[config.mk]
export PLATFORM = sky130hd
export DESIGN_NAME = instr_fetch_arbiter
export DESIGN_NICKNAME = d
export VERILOG_FILES = /design/src/rtl/instr_fetch_arbiter.sv
export SDC_FILE = /design/constraint.sdc
export NUM_CORES = 1
export LEC_CHECK = 0
export BUFFER_PORTS_ARGS = -buffer_cell sky130_fd_sc_hd__buf_2
export CAP_MARGIN = 20
export CORE_ASPECT_RATIO = 0.5
export CORE_UTILIZATION = 40
export CTS_CLUSTER_SIZE = 10
export DETAILED_ROUTE_END_ITERATION = 12
export MAX_ROUTING_LAYER = met4
export PLACE_DENSITY = 0.75
export SYNTH_ARGS = -nofsm -noshare
export SYNTH_HDL_FRONTEND = slang
export SYNTH_SLANG_ARGS = --single-unit
[constraint.sdc]
create_clock -name clk_i -period 1.95 [get_ports clk_i]
set_input_delay 0.0975 -clock clk_i [delete_from_list [all_inputs] [get_ports clk_i]]
set_output_delay 0.0975 -clock clk_i [all_outputs]
set_load 0.01 [all_outputs]
[src/rtl/instr_fetch_arbiter.sv]
// instr_fetch_arbiter
//   Shares one combinational instruction-memory read port between two fetch
//   requesters. One grant per cycle, round-robin between the two requesters.
//   The granted requester's instruction comes back registered one cycle later.
//   Each requester has a saturating count of its error-free fetches.
//
// Ports
//   clk_i               system clock, rising edge
//   rst_i               asynchronous reset, active low
//   req0_i / req1_i     fetch requests
//   addr0_i / addr1_i   byte addresses, held stable until granted
//   gnt0_o / gnt1_o     combinational grants
//   vld0_o / vld1_o     registered instruction-valid pulses
//   instr0_o / instr1_o registered instructions (zero on address error)
//   err0_o / err1_o     registered address-error flags, qualified by vldX_o
//   mem_addr_o          byte address to the instruction memory (0 when idle)
//   mem_instr_i         memory data, combinational from mem_addr_o
//   cnt0_o / cnt1_o     saturating error-free grant counters
//
// Priority pointer states
//   state | meaning
//   P0    | requester 0 wins when both request
//   P1    | requester 1 wins when both request

module instr_fetch_arbiter #(
    parameter int MEM_DEPTH = 32,
    parameter int CNT_W     = 16
) (
    input  logic             clk_i,
    input  logic             rst_i,
    input  logic             req0_i,
    input  logic [31:0]      addr0_i,
    output logic             gnt0_o,
    output logic             vld0_o,
    output logic [31:0]      instr0_o,
    output logic             err0_o,
    input  logic             req1_i,
    input  logic [31:0]      addr1_i,
    output logic             gnt1_o,
    output logic             vld1_o,
    output logic [31:0]      instr1_o,
    output logic             err1_o,
    output logic [31:0]      mem_addr_o,
    input  logic [31:0]      mem_instr_i,
    output logic [CNT_W-1:0] cnt0_o,
    output logic [CNT_W-1:0] cnt1_o
);

    typedef enum logic {
        P0 = 1'b0,
        P1 = 1'b1
    } prio_t;

    localparam logic [29:0]      DEPTH_WORDS = 30'(MEM_DEPTH);
    localparam logic [CNT_W-1:0] CNT_MAX     = '1;
    localparam logic [CNT_W-1:0] CNT_ONE     = CNT_W'(1);

    prio_t       prio_q;
    prio_t       prio_d;
    logic        err_sel;
    logic [31:0] instr_sel;

    function automatic logic bad_addr(input logic [31:0] a);
        return (a[1:0] != 2'b00) || (a[31:2] >= DEPTH_WORDS);
    endfunction

    always_ff @(posedge clk_i or negedge rst_i) begin
        if (!rst_i) begin
            prio_q <= P0;
        end else begin
            prio_q <= prio_d;
        end
    end

    always_comb begin
        gnt0_o     = 1'b0;
        gnt1_o     = 1'b0;
        prio_d     = prio_q;
        mem_addr_o = 32'h0;

        if (req0_i && (!req1_i || prio_q == P0)) begin
            gnt0_o = 1'b1;
        end else if (req1_i) begin
            gnt1_o = 1'b1;
        end

        // The pointer always ends up naming the requester that lost this cycle.
        if (gnt0_o) begin
            prio_d     = P1;
            mem_addr_o = addr0_i;
        end else if (gnt1_o) begin
            prio_d     = P0;
            mem_addr_o = addr1_i;
        end
    end

    // Only meaningful while a grant is active; mem_addr_o carries the winner's address.
    assign err_sel   = bad_addr(mem_addr_o);
    assign instr_sel = err_sel ? 32'h0 : mem_instr_i;

    always_ff @(posedge clk_i or negedge rst_i) begin
        if (!rst_i) begin
            vld0_o   <= 1'b0;
            vld1_o   <= 1'b0;
            err0_o   <= 1'b0;
            err1_o   <= 1'b0;
            instr0_o <= 32'h0;
            instr1_o <= 32'h0;
            cnt0_o   <= '0;
            cnt1_o   <= '0;
        end else begin
            vld0_o <= gnt0_o;
            vld1_o <= gnt1_o;
            if (gnt0_o) begin
                instr0_o <= instr_sel;
                err0_o   <= err_sel;
                if (!err_sel && cnt0_o != CNT_MAX) begin
                    cnt0_o <= cnt0_o + CNT_ONE;
                end
            end
            if (gnt1_o) begin
                instr1_o <= instr_sel;
                err1_o   <= err_sel;
                if (!err_sel && cnt1_o != CNT_MAX) begin
                    cnt1_o <= cnt1_o + CNT_ONE;
                end
            end
        end
    end

endmodule
# After elaboration in Yosys (flattened, before gate mapping)
# Cells that the tools add are included.
[totals]
word_cells = 34
in_bits = 100
register_bits = 101
out_inout_bits = 134
[classes]
eq_ne = 2
n_mux = 8
bitwise = 1
addsub = 2
order_cmp = 1
reduce_logical = 11
[op_table]
columns = ["op", "count"]
rows = [
  ["$mux 32", 3],
  ["$add 16x1->16 const B", 2],
  ["$ne 16x16->1 const B", 2],
  ["$ge 30x6->1 const B", 1],
  ["$mux 1", 5],
  ["$reduce_and 2->1", 2],
  ["$reduce_bool 2->1", 2],
  ["$logic_and 1x1->1", 3],
  ["$logic_not 1->1", 2],
  ["$logic_or 1x1->1", 2],
  ["$not 1->1", 1],
]

# Longest topological paths before layout
[depth]
ltp_word = 11
ltp_mapped = 10
mapped_depth_nobuf = 8

# Worst setup path after synthesis
# Ideal clock, no wire load.
[synth_path]
path_type = "reg2reg"
from = "register cnt1_o[0]"
to = "register cnt1_o[5]"
setup_ns = 0.127
period_less_slack_ns = 2.003
t_required_ns = 1.823
arrival_time_ns = 1.876
path_buffers = 1
setup_slack_ns = -0.053
path_stages_with_launch = 8
cell_sequence = "dfrtp_1 > ha_1 > nand3_1 > nor2_1 > and3_1 > clkbuf_1 > or4b_4 > xnor2_2"
[synth_between]
elab_chain_cells = 3
word_cells_on_any_way = 4
classes_between = "1 x add/sub; 1 x eq/ne; 2 x reduce/logical"
[synth_lines]
columns = ["item", "line_no", "text"]
rows = [
  ["from (decl)", "46", "output logic [CNT_W-1:0] cnt1_o"],
  ["from (signal assigned)", "125", "cnt1_o <= cnt1_o + CNT_ONE;"],
  ["parallel branches: the longest is 3 deep, another holds $add 16x1->16", "--", ""],
]
# Several ways; the timed one is not identified.
# A chain may end at the register's enable or synchronous reset.

# Final worst setup path
[layout_path]
from = "register prio_q"
to = "register cnt1_o[5]"
[layout_between]
elab_chain_cells = 11
word_cells_on_any_way = 13
classes_between = "1 x order compare; 4 x mux; 1 x bitwise; 7 x reduce/logical"
[layout_lines]
columns = ["item", "line_no", "text"]
rows = [
  ["from (decl)", "58", "prio_t prio_q;"],
  ["from (signal assigned)", "71", "prio_q <= prio_d;"],
  ["$not 1->1 *", "81", "if (req0_i && (!req1_i || prio_q == P0)) begin"],
  ["$logic_or 1x1->1 *", "81", ""],
  ["$logic_and 1x1->1 *", "81", ""],
  ["$mux 1", "81", ""],
  ["$mux 32", "91", "end else if (gnt1_o) begin"],
  ["$mux 32", "88", "if (gnt0_o) begin"],
  ["$ge 30x6->1 / $reduce_bool 2->1 (equally long branches)", "64", "return (a[1:0] != 2'b00) || (a[31:2] >= DEPTH_WORDS);"],
  ["$logic_or 1x1->1", "64", ""],
  ["$logic_not 1->1", "124", "if (!err_sel && cnt1_o != CNT_MAX) begin"],
  ["$logic_and 1x1->1", "124", ""],
  ["$reduce_and 2->1 (no source line) *", "--", ""],
]
# Mark *: on every way between the ends. The rest lies on a longest branch, timed or not.

==> summary.md <==
| Metric | Value |
|---|---|
| Chip height | 76.5 um |
| Deepest clock path buffer count | 2 |
| Routed WL per cell | about 17 um |
| Sw Ratio | 24.2% |
| Crit Path Class | register to register |
| Fmax | about 540 MHz |
| CTS buffer count | 9 |
| Root buffer cell | clkbuf_16 |
| Sequential share of power | 45.7% |
| Type of the most critical hold path | input pin to register |
| Synth unique cells | 33 |
| Required @ worst endpoint | about 2.2 ns |
| Final hold vios | 0 |
| Commonest non-fill, non-tap cells in the layout | 232 x buf_2, 100 x dfrtp_1, 89 x a22o_1 |
| Die ar. | 11500 sq um |
| Drt pass-1 iters | 5 |
| First-pass GRT wire length | 21.3 mm |
| Switching pwr | 0.00111 W |
| Rows | 26 |
| Cell Pwr Density | 693 nW/um^2 |
| P_int | about 0.0035 W |
| Syn nets | 477 |
| Worst IR Drop VDD | about 0.00044 V |
| Antenna cells | 0 |
| Post-synth EDFFs | 0 |
| Final instance area | 6640 sq um |
| Crit end category | register |
| GP Congestion | approximately 0.85 |
| Vias in the first global route | 4282 |
| Fin crit period | 1.86 ns |
| Placed Instance Area | around 6000 sq um |
| Layout fillers | ~860 |
| Clk_skew | slightly above 0.006 ns |
| Most common cell after layout, fill and taps aside | buf_2 |
| Register area share after synthesis | approximately 57% |
| Primary FF master, synth | dfrtp_1 |
| Mapped Area | 4440 sq um |
| Port Buf Inserts | about 230 |
| Post-synth ARST share | 100% |
| Non-filler cells, final | 805 |
| CP max FO | 4 |
| Worst reg2reg path depth | 7 |
| Flop-to-flop setup slack | 0.09 ns |
| Worst EP arrival | 2.08 ns |
| GRT Total Usage | 24.5% |
| Place WS | -0.171 ns |
| Grt ovf | 0 |
| 1st-iter DRT viols | ~170 |
| Endpoint, Worst Hold | instr1_o[2] |
| Cells after Synth | 375 |
| Initial core utilization | 42.2% |
| Initial antenna violation count | 0 |
| HP Start | mem_instr_i[2] |
| Share of cells above drive strength 1 | 45.3% |
| YS warnings | 0 |
| Measured slew at the worst slew-check pin | 0.413 ns |
| Reg clk slew, reported paths | 0.07 ns |
| Post-route ant nets | 0 |
| Slew Viols, Final | 0 |
| Pleak | approximately 3.6 nW |
| Hold path depth | 2 |
| CTS tree | done |
| Detailed-placement wirelength estimate | 9.49 mm |
| Die X | roughly 150 um |
| Clock Latency Late Sink | about 0.34 ns |
| Max-cap viol count | 0 |
| Placed cell count | between 700 and 800 |
| RR Startpoint | prio_q |
| Vias | 4309 |
| Final period util | a little over nine tenths |
| Final worst slack | 0.0858 ns |
| Status | complete, no violations |
| Clk pwr share | 42.7% |
| FF-to-FF End | cnt1_o[5] |
| Clock sink count | 101 |
| Combinational share of power | 11.6% |
| H-tree Lvls | 3 |
| Final setup vio count | 0 |
| Mean Syn Cell Area | between 10 and 15 sq um |
| Pin count of the biggest net entering global routing | between 40 and 50 |
| IO Count | approximately 230 |
| Slew Limit Headroom | 72.5% |
| Startpoint Class | register |
| # nets final | 762 |
| Core Box Area | between 10000 and 15000 sq um |
| Total wire length | 13.5 mm |
| Register bit total from synthesis | 101 |
| Post-CTS Setup Bufs | 0 |
| DRC violations left | 0 |
| Routed vias/inst | 5.35 |
| Synth-to-Final Area Change | 49.6% |
-- state kept, by name (all words and copies together) (netlist names) --
register	count
err0_o	1
prio_q	1
vld0_o	1
vld1_o	1
cnt1_o	16
cnt0_o	16
instr0_o	32
err1_o	1
instr1_o	32
-- worst max-delay path by stage --
stage	from	endpoint	slack [ns]	cells after the start
3_5_place_dp	addr1_i[9]	cnt1_o[5]	-0.17	7
4_1_cts	prio_q	cnt1_o[5]	0.006	7
3_3_place_gp	addr1_i[9]	cnt1_o[5]	-0.15	7
6_report	prio_q	cnt1_o[5]	0.09	7
2_1_floorplan	addr1_i[9]	cnt1_o[5]	-0.03	6
5_1_grt	prio_q	cnt1_o[3]	-0.0001	8
-- metal layers --
| metal | track usage (%) | vias up | part of all wire, % |
|---|---|---|---|
| met2 | 42.6 | 152 | 52 |
| met4 | 7.40 | 0 | 1.7 |
| met3 | 4.55 | 21 | 4.7 |
| li1 | - | 1993 | - |
| met1 | 28.8 | 2143 | 42 |
| met5 | - | - | 0 |
-- worst max-delay path, stage by stage (launching register included) --
cell and delay [ns]:
dfrtp_1 0.36, nand2b_1 0.14, nand2_2 0.11, nor4_2 0.22
buf_4 0.16, nand4_4 0.07, or4b_4 0.54, xnor2_2 0.14
-- power by group through the flow --
stage	sequential, W	clock [W]	combinational, W
finish	0.00210	0.00196	0.000533
global route	0.00210	0.00209	0.000584
CTS	0.00210	0.00201	0.000533
detailed placement	0.00214	0	0.000486
global placement	0.00214	0	0.000479
floorplan	0.00215	0	0.000189
-- stage by stage --
| stage | hold slack [ns] | setup TNS, ns | power [W] | utilization, % |
|---|---|---|---|---|
| after floorplan | -0.198 | -0.0336 | 0.00234 | - |
| after global placement | 0.0302 | -2.41 | 0.00262 | 57.1 |
| after detailed placement | 0.0321 | -3.19 | 0.00263 | 57.1 |
| after CTS | 0.00367 | 0 | 0.00464 | 63.0 |
| after global routing | 0.00171 | -0.000142 | 0.00477 | 63.2 |
| final | 0.00793 | 0 | 0.00460 | 63.2 |
-- cells by family (layout without fill, tap and decap cells) --
logic type	Yosys count	after routing	synth area share, %
adders and majority gates	2	2	0.564
DFF	101	101	56.9
AOI/OAI and AO/OA	100	100	19.0
xor gates and xnor gates	29	29	5.89
muxes	3	3	0.761
buffers and inverters	27	317	2.45
and+or+nand+nor	113	113	14.4
-- cell type report --
class,count,area [sq um],area share (%)
clock buffers,9,225,3.39
clock inverters,7,105,1.58
inverters,3,11.3,0.170
multi-input cells,247,1830,27.5
flip-flops and latches,101,2530,38.1
well taps,140,175,2.64
repair buffers,298,1770,26.6
-- synth_stat cells, types with 2 or more instances --
master,number,area [sq um]
dfrtp_1,101,2530
a22o_1,89,780
xnor2_1,24,210
nand2_1,23,86.3
nand3_1,22,110
clkbuf_1,18,67.6
nand4_1,16,100
nor2_1,14,52.6
and3_1,11,68.8
nor4_1,9,56.3
o21ai_0,9,45.0
buf_2,6,30.0
nor3_1,5,25.0
xor2_1,4,35.0
or3_1,3,18.8
ha_1,2,25.0
mux2_1,2,22.5
nand2b_1,2,12.5
-- what timing repair did --
item                                    4_1_cts  5_1_grt
endpoints found under the setup margin        0       40
gates resized for setup                       0        5
hold endpoints to repair                     71        0
hold buffers                                 29        0
Power figures use the tool's default switching activity.
